[config.mk]
export PLATFORM = sky130hd
export DESIGN_NAME = noc_master_arbiter
export DESIGN_NICKNAME = d
export VERILOG_FILES = /design/src/rtl/noc_master_arbiter.sv
export SDC_FILE = /design/constraint.sdc
export NUM_CORES = 1
export LEC_CHECK = 0
export CAP_MARGIN = 20
export CORE_ASPECT_RATIO = 2
export CORE_MARGIN = 1
export CORE_UTILIZATION = 42
export DETAILED_ROUTE_END_ITERATION = 10
export PLACE_DENSITY = 0.92
export SYNTH_ARGS = -nofsm -noshare
export SYNTH_HDL_FRONTEND = slang
export SYNTH_SLANG_ARGS = --single-unit
[constraint.sdc]
create_clock -name clock -period 5 [get_ports clock]
set_input_delay 0.75 -clock clock [delete_from_list [all_inputs] [get_ports clock]]
set_output_delay 0.75 -clock clock [all_outputs]
set_load 0.05 [all_outputs]
[src/rtl/noc_master_arbiter.sv]
// noc_master_arbiter: round-robin grant stage between four processing units
// and the router fabric. One source is granted at a time and keeps the grant
// until its tlast flit. Flits are forwarded registered, tagged with the
// granted source and the destination latched at grant time.
// Optional feature: define ARB_TIMEOUT_EN to build a saturating beat counter
// that force-releases any burst reaching MAX_BURST beats without tlast.
// When the macro is not defined, bursts are unbounded and timeout_err is 0.
module noc_master_arbiter #(
  parameter int N_PROC    = 4,
  parameter int FLIT_W    = 9,
  parameter int MAX_BURST = 255
) (
  input  logic                     clock,
  input  logic                     reset,
  input  logic [N_PROC-1:0]        request_transfer,
  input  logic [2*N_PROC-1:0]      which_processor,
  input  logic [FLIT_W*N_PROC-1:0] data_from_proc,
  input  logic [N_PROC-1:0]        dst_busy,
  output logic [N_PROC-1:0]        master_response,
  output logic [1:0]               grant_src,
  output logic [1:0]               grant_dst,
  output logic [FLIT_W-1:0]        data_out,
  output logic                     data_out_valid,
  output logic                     timeout_err
);

  typedef enum logic {IDLE, XFER} state_t;

  state_t            state;
  state_t            state_next;
  logic [1:0]        rr_ptr;
  logic [1:0]        rr_next;
  logic [N_PROC-1:0] eligible;
  logic              win;
  logic [1:0]        win_idx;
  logic [FLIT_W-1:0] cur_flit;
  logic [FLIT_W-1:0] fwd_flit;
  logic              release_burst;
  logic              force_release;

  logic [N_PROC-1:0] master_response_d;
  logic [1:0]        grant_src_d;
  logic [1:0]        grant_dst_d;
  logic [FLIT_W-1:0] data_out_d;
  logic              data_out_valid_d;

  // Flit currently presented by the granted source
  assign cur_flit = data_from_proc[FLIT_W*grant_src +: FLIT_W];

  // A forced release looks exactly like a tlast flit downstream
  assign fwd_flit      = {cur_flit[FLIT_W-1] | force_release, cur_flit[FLIT_W-2:0]};
  assign release_burst = fwd_flit[FLIT_W-1];

  // A source may compete only if its destination can take a new burst
  always_comb begin
    for (int i = 0; i < N_PROC; i++) begin
      eligible[i] = request_transfer[i] & ~dst_busy[which_processor[2*i +: 2]];
    end
  end

  // Pick the first eligible source starting from the round-robin pointer
  always_comb begin
    win     = 1'b0;
    win_idx = rr_ptr;
    for (int k = 0; k < N_PROC; k++) begin
      if (!win && eligible[rr_ptr + 2'(k)]) begin
        win     = 1'b1;
        win_idx = rr_ptr + 2'(k);
      end
    end
  end

`ifdef ARB_TIMEOUT_EN
  logic [7:0] beat_cnt;

  // Count beats of the current burst; saturates instead of wrapping
  always_ff @(posedge clock or negedge reset) begin
    if (!reset) begin
      beat_cnt <= '0;
    end else if (state == IDLE) begin
      beat_cnt <= '0;
    end else if (beat_cnt != 8'hFF) begin
      beat_cnt <= beat_cnt + 8'd1;
    end
  end

  assign force_release = (state == XFER) && (beat_cnt == 8'(MAX_BURST - 1)) && !cur_flit[FLIT_W-1];

  // Flag the forced release for the one cycle its last beat is on data_out
  always_ff @(posedge clock or negedge reset) begin
    if (!reset) begin
      timeout_err <= 1'b0;
    end else begin
      timeout_err <= force_release;
    end
  end
`else
  assign force_release = 1'b0;
  assign timeout_err   = 1'b0;
`endif

  // State and round-robin pointer registers
  always_ff @(posedge clock or negedge reset) begin
    if (!reset) begin
      state  <= IDLE;
      rr_ptr <= 2'd0;
    end else begin
      state  <= state_next;
      rr_ptr <= rr_next;
    end
  end

  // Grant on any eligible request; leave only on tlast or forced release
  always_comb begin
    state_next = state;
    rr_next    = rr_ptr;
    case (state)
      IDLE: begin
        if (win) begin
          state_next = XFER;
        end
      end
      XFER: begin
        if (release_burst) begin
          state_next = IDLE;
          rr_next    = grant_src + 2'd1;
        end
      end
      default: state_next = IDLE;
    endcase
  end

  // Next values of the registered outputs; everything is zero while idle
  always_comb begin
    master_response_d = '0;
    grant_src_d       = 2'd0;
    grant_dst_d       = 2'd0;
    data_out_d        = '0;
    data_out_valid_d  = 1'b0;
    case (state)
      IDLE: begin
        if (win) begin
          master_response_d[win_idx] = 1'b1;
          grant_src_d                = win_idx;
          grant_dst_d                = which_processor[2*win_idx +: 2];
        end
      end
      XFER: begin
        master_response_d = master_response;
        grant_src_d       = grant_src;
        grant_dst_d       = grant_dst;
        data_out_d        = fwd_flit;
        data_out_valid_d  = 1'b1;
      end
      default: ;
    endcase
  end

  // Output registers
  always_ff @(posedge clock or negedge reset) begin
    if (!reset) begin
      master_response <= '0;
      grant_src       <= 2'd0;
      grant_dst       <= 2'd0;
      data_out        <= '0;
      data_out_valid  <= 1'b0;
    end else begin
      master_response <= master_response_d;
      grant_src       <= grant_src_d;
      grant_dst       <= grant_dst_d;
      data_out        <= data_out_d;
      data_out_valid  <= data_out_valid_d;
    end
  end

endmodule

Word level (Yosys, flattened, before mapping):

Cells that the tools add are included.

* flip-flop bits (word level): 21
* ROM bits: 0
* word-level logic and storage cells: 77
* input port bits: 54
* bits in latches: 0
* memories: 0
* output and inout port bits: 19
* memory bits (writable): 0

* bitwise logic cells: 9
* add/sub/neg operators: 4
* reductions and logical operators: 8
* multipliers: 1
* equal/unequal tests: 0
* multiplexer cells: 36
* divide/modulo/power cells: 0
* $lt $le $gt $ge: 10
* shift operators: 2

Operators with widths (number)
* $shiftx 36x7->9: 1
* $lt 2x3->1 const B: 9
* $bmux 1 s2: 8
* $mux 1: 16
* $mux 2: 7
* $mux 9: 1
* $mux 4: 2
* $shiftx 8x4->2: 1
* $mul 4x2->6 const A: 1
* $not 1->1: 5
* $add 2x1->2 const B: 2
* $add 2x2->2 const B: 2
* $and 1x1->1: 4
* $logic_and 1x1->1: 4
* $logic_not 1->1: 3
* $demux 1 s2: 1
* $ge 2x1->1 const B: 1
* $pmux 1 s2: 1
* $reduce_and 2->1: 1

Depth between registers and ports, before layout:

Gate-level depths: netlist of the first run.

* depth in word-level cells: 22
* mapped depth: 7
* gate-level depth less buffers: 6

Least setup slack after synthesis of the first run:

No wires, ideal clock.

* kind: input to register
* from: in which_processor[2]
* to: reg grant_dst[0]
* data required time: 4.874 ns
* slack: 2.232 ns
* data arrival time: 2.641 ns
* stages: 6
* library setup time: 0.126 ns
* path buffers: 0
* cell sequence: mux4_2 > o22a_1 > a32o_2 > a211oi_4 > mux2_1 > a221o_1

* longest elaborated chain between the ends: 19

RTL lines
* from (decl): RTL line 16 `input logic [2*N_PROC-1:0] which_processor,`
* $bmux 1 s2: RTL line 57 `eligible[i] = request_transfer[i] & ~dst_busy[which_processor[2*i +: 2]];`
* $mux 1 (not written as such): RTL line 57
* $not 1->1: RTL line 57
* $and 1x1->1: RTL line 57
* $bmux 1 s2: RTL line 66 `if (!win && eligible[rr_ptr + 2'(k)]) begin`
* $mux 1 (not written as such): RTL line 66
* $mux 1: RTL line 66
* $logic_not 1->1: RTL line 66
* [3 not listed]
* $logic_and 1x1->1: RTL line 66
* $mux 1: RTL line 66
* $logic_not 1->1: RTL line 66
* $logic_and 1x1->1: RTL line 66
* $mux 2: RTL line 66
* $shiftx 8x4->2: RTL line 145 `grant_dst_d = which_processor[2*win_idx +: 2];`
* $mux 2 (*): RTL line 142 `if (win) begin`
* $mux 2 (*): RTL line 140 `case (state)`
* to (signal assigned): RTL line 170 `grant_dst <= grant_dst_d;`
* to (decl): RTL line 21 `output logic [1:0] grant_dst,`

Mark *: on every way between the ends. The rest lies on a longest branch, timed or not. The select of a mux whose other input is x is not followed.
A chain may end at the register's enable or synchronous reset.

Final worst setup path of the first run:

Same ends and word-level chain as after synthesis.

==> impl_metrics.ini, run 1 <==
[routing]
dr.first_iter.drc_count = 34
dr.pass1.iters = 4
drt-total-wl_mm = 3.85
drcViolationCount = 0
wl_per_cell_um = 18.2
ant_nets = 0
viasPerCell = 5.93
num_vias = 1257

[cts]
clk_path_buf_depth = 2
cts_inserted_buffers = 3
cts_setup_buffers = 0
cts_tree = done
clk_transition_reported_paths_ps = 70
htreeDepth = 1
cts_hold_buf = 0
clock_latency_ps = 250
cts_resized = 0
clockRootBuffer = clkbuf_8
clock-sinks = 21

[timing]
setup_violations = 0
worst_slack_ps = 1840
timing.final.crit_share = 0.632
worst_slew_pin_slew_ps = 893
fin_setup_tns_ps = 0
rsz0062_at_grt = no
finalCriticalPeriod_ps = 3160
clock_skew_ps = 0.995
fmax_mhz = 317
maxSlewViolCount = 0
relSlewSlack = 0.403
hold_viol = 0

[floorplan]
die_w_um = 42.2
start_util = 0.451
num_rows = 28
io_pins = 73
die_area_um2 = 3480
die_h_um = 82.5
core-area_um2 = 3010

[grt]
grt_pass1_vias = 1352
antenna_found_initial = 0
track_usage = 0.228
grt_overflow = 0
grt_pass1_wl_mm = 6.07
grt_start_max_net_pins = 22

[worst_setup_path]
required_ps = 5140
critical_path.startpoint_type = input port
cp-end-kind = register
crit_chain = clkdlybuf4s50_1, mux4_2, o22a_1, a32o_2, a211oi_4, mux2_1, a221o_1
worstPathMaxFanout = 5
cp.arrival_ps = 3300
slowest_stage = mux4_2
path_class = input port to register
max_stage_delay_ps = 550

[worst_hold_path]
min_path_type = register to register

[synthesis]
avgSynthCellArea_um2 = 12.0
ys_seq_area_frac = 0.386
synthTopCellsByArea = dfrtp_1, mux4_2, and2_1
synthSimpleGateAreaFrac = 0.128
synth_fp_nets = 167
synth_edf_count = 0
synthMuxAreaShare = 0.232
synth_cell_type_count = 40
synth_xor_area_frac = 0.00644
synth_top_family_by_area = multiplexers
synthAdderAreaFrac = 0
ys_ff_latch = 21
ys.flop_type = dfrtp_1
syn_area_um2 = 1360
synth_area_leader_cell = dfrtp_1
netlist.area_leader.share = 0.386
yosys_warnings = 0
synthCells = 113
async_reset_ff_frac = 1.00
synth-compound-area-share = 0.189

[pwr]
switching_power_mw = 0.517
pwr-share-clk = 0.098
p_sw_frac = 0.470
combinationalPowerShare = 0.594
p_per_area_nw_per_um2 = 519
p_int_mw = 0.584
p_leak_nw = 0.881
seq_power_share = 0.308
peakVddDrop_uv = 371

[placed_design]
portBuffers = 71
dp_hpwl_mm = 3.17
gp_congestion = 0.789
dp_worst_setup_slack_ps = 1560

[job]
cap_violations = 0

[finish]
syn_to_final_growth_pct = 55.8
num-nets-final = 237
insertedDiodeCount = 0
drive_gt1_frac = 0.132

[run_status]
status = completed
cell families (layout without fill, tap and decap cells):
kind of cell	Yosys count	in the layout
buffers and inverters	17	86
XOR/XNOR	1	1
other	1	1
flip-flops	21	21
multiplexers	15	15
AND/OR/NAND/NOR	30	30
AO/OA/AOI/OAI	28	28
final timing paths:
| kind | to | start | cells past startpoint | slack [ps] |
|---|---|---|---|---|
| setup / recovery | grant_dst[0]$_DFFE_PN0N_ | which_processor[2] | 7 | 1840 |
| setup reg to reg | grant_dst[1]$_DFFE_PN0N_ | rr_ptr[1]$_DFFE_PN0P_ | 6 | 2790 |
| max in group asynchronous | data_out[2]$_DFF_PN0_ | reset | 1 | 3460 |
| min in group asynchronous | data_out[8]$_DFF_PN0_ | reset | 1 | 1000 |
| hold / removal | master_response[1]$_DFFE_PN0N_ | master_response[1]$_DFFE_PN0N_ | 2 | 490 |
| hold reg to reg | master_response[1]$_DFFE_PN0N_ | master_response[1]$_DFFE_PN0N_ | 2 | 490 |
worst max-delay path: cells and delay by family:
kind	cells	cell delay, ps
compound gates	4	1120
buf+inv	1	500
mux	2	910
layout make-up:
type / instances / area (um^2)
Fill cell: 208 / 893
Multi-Input combinational cell: 75 / 758
Timing Repair Buffer: 71 / 711
Sequential cell: 21 / 526
Clock buffer: 3 / 41.3
Inverter: 11 / 41.3
Tap cell: 30 / 37.5
Clock inverter: 1 / 5.00
sequential cells by signal, summed over array words and instances, names as in the netlist:
signal and cells:
grant_src 2, grant_dst 2, data_out 9, data_out_valid 1, rr_ptr 2, master_response 4, state 1
cells in the mapped netlist, types with 2 or more instances:
master and number:
o21ai_1 2, o311a_1 2, nor2_1 4, nor2b_1 2, nand2b_4 2, o21a_1 2
a221o_1 2, dfrtp_1 21, a32o_1 2, and2_1 12, nand2_1 7, clkbuf_1 2
a2111oi_0 2, mux4_2 13, o22ai_1 2, mux2_1 2, inv_1 10, a22o_1 2
per-stage QoR:
stage	cell area (um^2)	hold slack [ps]	total power [mW]	std cells	utilization
2_1_floorplan	1360	374	0.776	113	-
4_1_cts	2120	498	1.11	212	0.703
3_3_place_gp	2070	484	0.975	208	0.688
3_5_place_dp	2070	478	0.997	208	0.688
5_1_grt	2120	534	1.16	212	0.703
6_report	2120	492	1.10	212	0.703
cell usage in the layout (no fill, tap or decap), drive strengths merged, types with 3 or more instances in the layout:
cell	n
o21ai	3
mux4	13
clkdlybuf4s50	71
nand2b	3
dfrtp	21
and2	12
a32o	3
inv	11
o22ai	3
nand2	7
nor2	4
clkbuf	3
power groups by stage:
stage	Combinational [mW]	Clock, mW	Sequential (mW)
floorplan	0.276	0	0.500
global placement	0.637	0	0.338
detailed placement	0.654	0	0.343
CTS	0.656	0.111	0.341
global route	0.684	0.119	0.352
finish	0.654	0.108	0.339
per-layer routing:
metal / wire [um] / vias to the layer above / track usage
met2: 2320 / 51 / 0.445
li1: - / 565 / -
met1: 1220 / 625 / 0.224
met4: 142 / 0 / 0.106
met5: 0 / - / 0
met3: 166 / 16 / 0.0435
Power figures use the tool's default switching activity.
==> inputs of run 2 (changes only) <==
--- a/config.mk
+++ b/config.mk
@@ -8,9 +8,9 @@
 export CAP_MARGIN = 20
 export CORE_ASPECT_RATIO = 2
 export CORE_MARGIN = 1
-export CORE_UTILIZATION = 42
+export CORE_UTILIZATION = 35
 export DETAILED_ROUTE_END_ITERATION = 10
-export PLACE_DENSITY = 0.92
+export PLACE_DENSITY = 0.83
 export SYNTH_ARGS = -nofsm -noshare
 export SYNTH_HDL_FRONTEND = slang
 export SYNTH_SLANG_ARGS = --single-unit
==> constraint.sdc (replaced) <==
create_clock -name clock -period 2.9 [get_ports clock]
set_input_delay 0.435 -clock clock [delete_from_list [all_inputs] [get_ports clock]]
set_output_delay 0.435 -clock clock [all_outputs]
set_load 0.05 [all_outputs]
==> run 2 against run 1 <==
  * Clock-buffer cell count increased by 1
  * Sequential power increased by 62%
  * Cell count increased by 14%
  * Global-route usage decreased by 2.8 points
  * Critical path depth unchanged
  * Combinational power increased by 83%
  * Register-to-register slack got worse by 1900 ps
  * Critical path type unchanged
  * Largest power group unchanged
==> impl_metrics.ini, run 2 (same netlist as run 1, synthesis figures left out) <==
[cts]
cts_resized = 0
cts_hold_buf = 0
clock_latency_ps = 260
htreeDepth = 1
clk_transition_reported_paths_ps = 70
cts_tree = done
clock-sinks = 21
cts_setup_buffers = 0
clk_path_buf_depth = 2
clockRootBuffer = clkbuf_8
cts_inserted_buffers = 3

[routing]
met1_length_mm = 1.27
wl_met3_um = 207
routed.top_layer = met5
num_vias = 1283
viasPerCell = 5.30
ant_nets = 0
drcViolationCount = 0
wl_per_cell_um = 16.3
dr.first_iter.drc_count = 16
dr.pass1.iters = 4
drt-total-wl_mm = 3.93
met2_wirelength_mm = 2.29

[floorplan]
die_w_um = 46.1
die_h_um = 90.2
start_util = 0.369
num_rows = 31
die_area_um2 = 4150
core-area_um2 = 3680
io_pins = 73

[timing]
hold_viol = 0
whs_ps = 490
worst_slew_pin_slew_ps = 950
clock_skew_ps = 3.53
setup_violations = 0
timing.final.crit_share = 0.963
fmax_mhz = 358
relSlewSlack = 0.365
finalCriticalPeriod_ps = 2790
maxSlewViolCount = 0
rsz0062_at_grt = no

[grt]
antenna_found_initial = 0
grt_start_max_net_pins = 22
track_usage = 0.200
grt_overflow = 0
grt_pass1_vias = 1383
grt_pass1_wl_mm = 6.17

[worst_setup_path]
cp.arrival_ps = 2930
path_class = input port to register
reg2reg_slack_ps = 870
required_ps = 3040
critical_path.startpoint_type = input port
worstPathMaxFanout = 3
cp-end-kind = register

[finish]
drive_gt1_frac = 0.176
stdcell_count = 242
largest_registers = data_out x9, master_response x4
largest_register = data_out
fin_util = 0.604
layout.cells.most_common_list = clkdlybuf4s50_1, dfrtp_1, mux4_2, and2_1, buf_4
largest_reg_flops = 9
insertedDiodeCount = 0
syn_to_final_growth_pct = 63.6
finalInstanceArea_um2 = 2220
num-nets-final = 248
mostFrequentLayoutCell = clkdlybuf4s50_1

[placed_design]
dp_hpwl_mm = 3.21
gp_congestion = 0.811
portBuffers = 71
placed_area_um2 = 2180
dp.cells = 238

[pwr]
p_leak_nw = 0.932
p_per_area_nw_per_um2 = 871
peakVddDrop_uv = 501

[worst_hold_path]
min_path_type = register to register

[run_status]
status = completed

[job]
cap_violations = 0
## run 2: stage by stage
step | total power [mW] | setup TNS (ps) | worst slack, ps
finish | 1.94 | 0 | 107
global route | 2.05 | 0 | 34.8
CTS | 1.96 | 0 | 98.8
detailed placement | 1.76 | -329 | -172
global placement | 1.73 | -156 | -78.2
floorplan | 1.34 | 0 | 447
## run 2: critical path, stage by stage
cell	delay, ps
clkdlybuf4s50_1	500
mux4_2	540
o22a_1	240
a32o_2	260
a211oi_4	270
mux2_1	360
a221o_1	330
## run 2: layer usage
layer / global-route usage / vias up
met2: 0.369 / 43
met3: 0.0341 / 15
met1: 0.187 / 639
met4: 0.108 / 2
li1: - / 584
met5: 0 / -
## run 2: cell type report
class,instances,area [um^2]
inverters,11,41.3
flip-flops and latches,21,526
well taps,49,61.3
fillers,294,1460
multi-input cells,75,758
repair buffers,82,793
clock buffers,4,45.0
## run 2: power by group
part           total [mW]  switching (mW)  leakage [nW]  internal [mW]
logic                1.20           0.670         0.646          0.529
clock network       0.189          0.0907        0.0228         0.0978
registers           0.550           0.130         0.263          0.420
## run 2: path summary, 6_finish.rpt
kind                                                startpoint                              to  cells past startpoint
worst max-delay path                        which_processor[2]        grant_dst[0]$_DFFE_PN0N_                      7
worst min-delay path            master_response[3]$_DFFE_PN0N_  master_response[3]$_DFFE_PN0N_                      2
worst max register to register           rr_ptr[1]$_DFFE_PN0P_        grant_dst[0]$_DFFE_PN0N_                      5
worst min register to register  master_response[3]$_DFFE_PN0N_  master_response[3]$_DFFE_PN0N_                      2
max in group asynchronous                                reset        grant_dst[1]$_DFFE_PN0N_                      1
min in group asynchronous                                reset  master_response[3]$_DFFE_PN0N_                      1
==> inputs of run 3 (changes only) <==
==> config.mk (replaced) <==
export PLATFORM = sky130hd
export DESIGN_NAME = noc_master_arbiter
export DESIGN_NICKNAME = d
export VERILOG_FILES = /design/src/rtl/noc_master_arbiter.sv
export SDC_FILE = /design/constraint.sdc
export NUM_CORES = 1
export LEC_CHECK = 0
export CORE_ASPECT_RATIO = 2
export CORE_MARGIN = 2
export CORE_UTILIZATION = 42
export DETAILED_ROUTE_END_ITERATION = 10
export PLACE_DENSITY = 0.92
export SYNTH_ARGS = -nofsm -noshare
export SYNTH_HDL_FRONTEND = slang
export SYNTH_SLANG_ARGS = --single-unit
==> constraint.sdc (replaced) <==
create_clock -name clock -period 3.4 [get_ports clock]
set_input_delay 0.51 -clock clock [delete_from_list [all_inputs] [get_ports clock]]
set_output_delay 0.51 -clock clock [all_outputs]
set_load 0.05 [all_outputs]
==> run 3 against run 2 <==
  * Sequential cell count did not move
  * Clock-buffer cell count fell by 1
  * Non-clock buffer count decreased by 10
  * Power is 16% lower
  * Register-to-register slack better by 410 ps
  * Largest cell class is now multi-input gates
  * First-iteration DRC count up 75%
  * Worst setup slack improved by 360 ps
  * Combinational power decreased by 17%
  * Clock skew decreased by 1.8 ps
==> impl_metrics.ini, run 3 (same netlist as run 1, synthesis figures left out) <==
[run_status]
status = completed

[placed_design]
gp_congestion = 0.820
dp_worst_setup_slack_ps = 197
portBuffers = 71
dp_hpwl_mm = 3.48
placed_area_um2 = 2080
dp.cells = 210

[job]
cap_violations = 0

[timing]
maxSlewViolCount = 0
fmax_mhz = 341
worst_slew_pin_slew_ps = 939
whs_ps = 498
setup_violations = 0
clock_skew_ps = 1.74
relSlewSlack = 0.372
fin_setup_tns_ps = 0
hold_viol = 0
rsz0062_at_grt = no
timing.final.crit_share = 0.863
worst_slack_ps = 465
finalCriticalPeriod_ps = 2930

[cts]
cts_inserted_buffers = 3
cts_hold_buf = 0
cts_tree = done
htreeDepth = 1
clk_path_buf_depth = 2
clk_transition_reported_paths_ps = 70
clock_latency_ps = 250
cts_setup_buffers = 0
clock-sinks = 21
clockRootBuffer = clkbuf_8
cts_resized = 0

[pwr]
p_total_mw = 1.63
peakVddDrop_uv = 535
p_per_area_nw_per_um2 = 766
p_leak_nw = 0.886

[finish]
largest_registers = data_out x9, master_response x4
finalInstanceArea_um2 = 2130
drive_gt1_frac = 0.137
num-nets-final = 238
largest_register = data_out
largest_reg_flops = 9
mostFrequentLayoutCell = clkdlybuf4s50_1
syn_to_final_growth_pct = 56.5
fin_util = 0.682
stdcell_count = 214
insertedDiodeCount = 0
layout.cells.most_common_list = clkdlybuf4s50_1, dfrtp_1, mux4_2, and2_1, inv_1

[grt]
track_usage = 0.246
grt_start_max_net_pins = 22
grt_pass1_wl_mm = 6.83
grt_overflow = 0
grt_pass1_vias = 1451
antenna_found_initial = 0

[floorplan]
num_rows = 29
io_pins = 73
die_area_um2 = 3740
start_util = 0.436
core-area_um2 = 3120
die_h_um = 84.5
die_w_um = 44.2

[worst_setup_path]
required_ps = 3540
cp.arrival_ps = 3070
r2r_cells = 6
cp-end-kind = register
path_class = input port to register
critical_path.startpoint_type = input port
worstPathMaxFanout = 5

[worst_hold_path]
hold_path_depth = 2
min_path_type = register to register

[routing]
drt-total-wl_mm = 4.17
drcViolationCount = 0
dr.first_iter.drc_count = 28
wl_per_cell_um = 19.5
ant_nets = 0
num_vias = 1261
dr.pass1.iters = 4
viasPerCell = 5.89
## run 3: cell types whose count changed in the layout (fill, tap and decap cells not counted), sizes merged
| cell | delta |
|---|---|
| buf | -10 |
| clkbuf | -1 |
| clkinv | +1 |
## run 3: routing by layer
metal  vias up  global-route usage  wire length, um
met5         -                   0                0
met4         0               0.102              126
met3        16              0.0473              206
met2        54               0.464             2550
met1       627               0.243             1290
li1        564                   -                -
## run 3: critical path: stages
cell	delay (ps)
clkdlybuf4s50_1	500
mux4_2	560
o22a_1	240
a32o_2	270
a211oi_4	300
mux2_1	360
a221o_1	320
## run 3: layout make-up
class	instances	area [um^2]
fillers	228	992
multi-input cells	75	758
well taps	31	38.8
inverters	11	41.3
clock buffers	3	41.3
flip-flops and latches	21	526
clock inverters	1	5.00
repair buffers	72	718
## run 3: power breakdown
part	internal [mW]	switching [mW]
sequential	0.359	0.116
clock	0.0814	0.0770
combinational	0.424	0.574
## run 3: final timing paths
check / slack (ps) / from / end
max: 470 / which_processor[2] / grant_dst[1]$_DFFE_PN0N_
min: 500 / master_response[1]$_DFFE_PN0N_ / master_response[1]$_DFFE_PN0N_
max reg2reg: 1280 / rr_ptr[1]$_DFFE_PN0P_ / grant_dst[1]$_DFFE_PN0N_
min reg2reg: 500 / master_response[1]$_DFFE_PN0N_ / master_response[1]$_DFFE_PN0N_
max in group asynchronous: 2050 / reset / data_out[2]$_DFF_PN0_
min in group asynchronous: 780 / reset / grant_src[1]$_DFFE_PN0N_
==> patch: new RTL, settings of run 3 <==
Add a define of `ARB_TIMEOUT_EN`.
--- a/src/rtl/noc_master_arbiter.sv
+++ b/src/rtl/noc_master_arbiter.sv
@@ -5,6 +5,8 @@
 // Optional feature: define ARB_TIMEOUT_EN to build a saturating beat counter
 // that force-releases any burst reaching MAX_BURST beats without tlast.
 // When the macro is not defined, bursts are unbounded and timeout_err is 0.
+`define ARB_TIMEOUT_EN
+
 module noc_master_arbiter #(
   parameter int N_PROC    = 4,
   parameter int FLIT_W    = 9,
Behaviour: same outputs for any inputs over 10 cycles, from zero or initial values and one cycle with reset low; that may be too few to reach the edited logic, so the function may still have changed.
==> patch against run 3 <==
Sequential power up 37%; first-iteration DRC count up 50%; worst setup slack better by 0.020 ns; sequential cell count up 9; non-clock buffer count up 2; routed wire length up 5.0%; total power up 16%; design area up 18%; combinational power down 1%; register-to-register slack worse by 0.13 ns; synthesized area up 21%; clock skew about the same.
==> patch: results (changes against run 3) <==
status=finished clean; CTS sink cnt=30 (+43%); GR Util met3=4.355% (-0.38 points); initial detailed-routing violation count=42 (+50%); Seq area share=29.97% (+5.3 points); Post-Syn Instances=142 (+26%); syn avg cell area=11.63 um2 (-3.4%); Internal Pwr Total=1.059 mW (+22%); fraction of area in multi-input gates=33.72% (-1.9 points); Worst setup startpoint=which_processor[6]; VDD IR max=0.4669 mV (-13%); Data buffer area share=29.37% (-4.4 points); sequential-to-total area share from yosys stat=45.45% (+6.8 points); nonclk buf count=74 (+2.8%); number of multi-input combinational cells=98 (+31%); wire length on met2=2.639 mm (+3.6%); crit path to=grant_dst[0]$_DFFE_PN0N_; Routability Congestion=0.7789 (-5.0%); Placed Area=0.002429 mm2 (+17%); synth unique cells=34 (-15%); top cells by area, synth=dfrtp_1 (45%), mux4_2 (19%), and2_1 (3.4%); fmax=0.3431 GHz (+0.69%); Inst Count DP=262 (+25%); Reg power frac=34.4% (+5.3 points); gr usage total=21.05% (-3.5 points); post-DP HPWL=3.562 mm (+2.3%); Net Count, Synth=198 (+19%); fillers=261 (+14%); share of cells above drive strength 1=11.01% (-2.7 points); Synth Area in XOR/XNOR=2.121% (+1.5 points); R2R Path Start=grant_src[0]$_DFFE_PN0N_; Worst Hold Slack=0.4918 ns (-0.006546 ns); Detailed Route WL=4.379 mm (+5.0%); post-synthesis mux area share=20.30% (-2.9 points); largest registers=data_out x9, beat_cnt x8, master_response x4; TritonCTS Buffers=5 (+2); Worst Skew=0.002074 ns (+0.0003328 ns)
-- patch: cell count changes in the layout (fill, tap and decap cells not counted), sizes merged, moves of 4 or more --
cell,before,now
o21ai,3,10
nand2,7,12
dfrtp,21,30
nor2,4,9
clkbuf,3,7
-- patch: worst max-delay path: stages --
cell and delay, ns:
clkdlybuf4s50_1 0.50, mux4_2 0.56, nor2_4 0.15, o22ai_1 0.09, a222oi_1 0.51, mux4_2 0.56
a22o_1 0.20
-- patch: how the worst min path moves through the flow --
stage | startpoint | endpoint
after CTS | master_response[2]$_DFFE_PN0N_ | master_response[2]$_DFFE_PN0N_
after detailed placement | master_response[2]$_DFFE_PN0N_ | master_response[2]$_DFFE_PN0N_
after global placement | master_response[2]$_DFFE_PN0N_ | master_response[2]$_DFFE_PN0N_
final | master_response[2]$_DFFE_PN0N_ | master_response[2]$_DFFE_PN0N_
after floorplan | reset | beat_cnt[0]$_DFFE_PN0P_
after global routing | grant_dst[0]$_DFFE_PN0N_ | grant_dst[0]$_DFFE_PN0N_
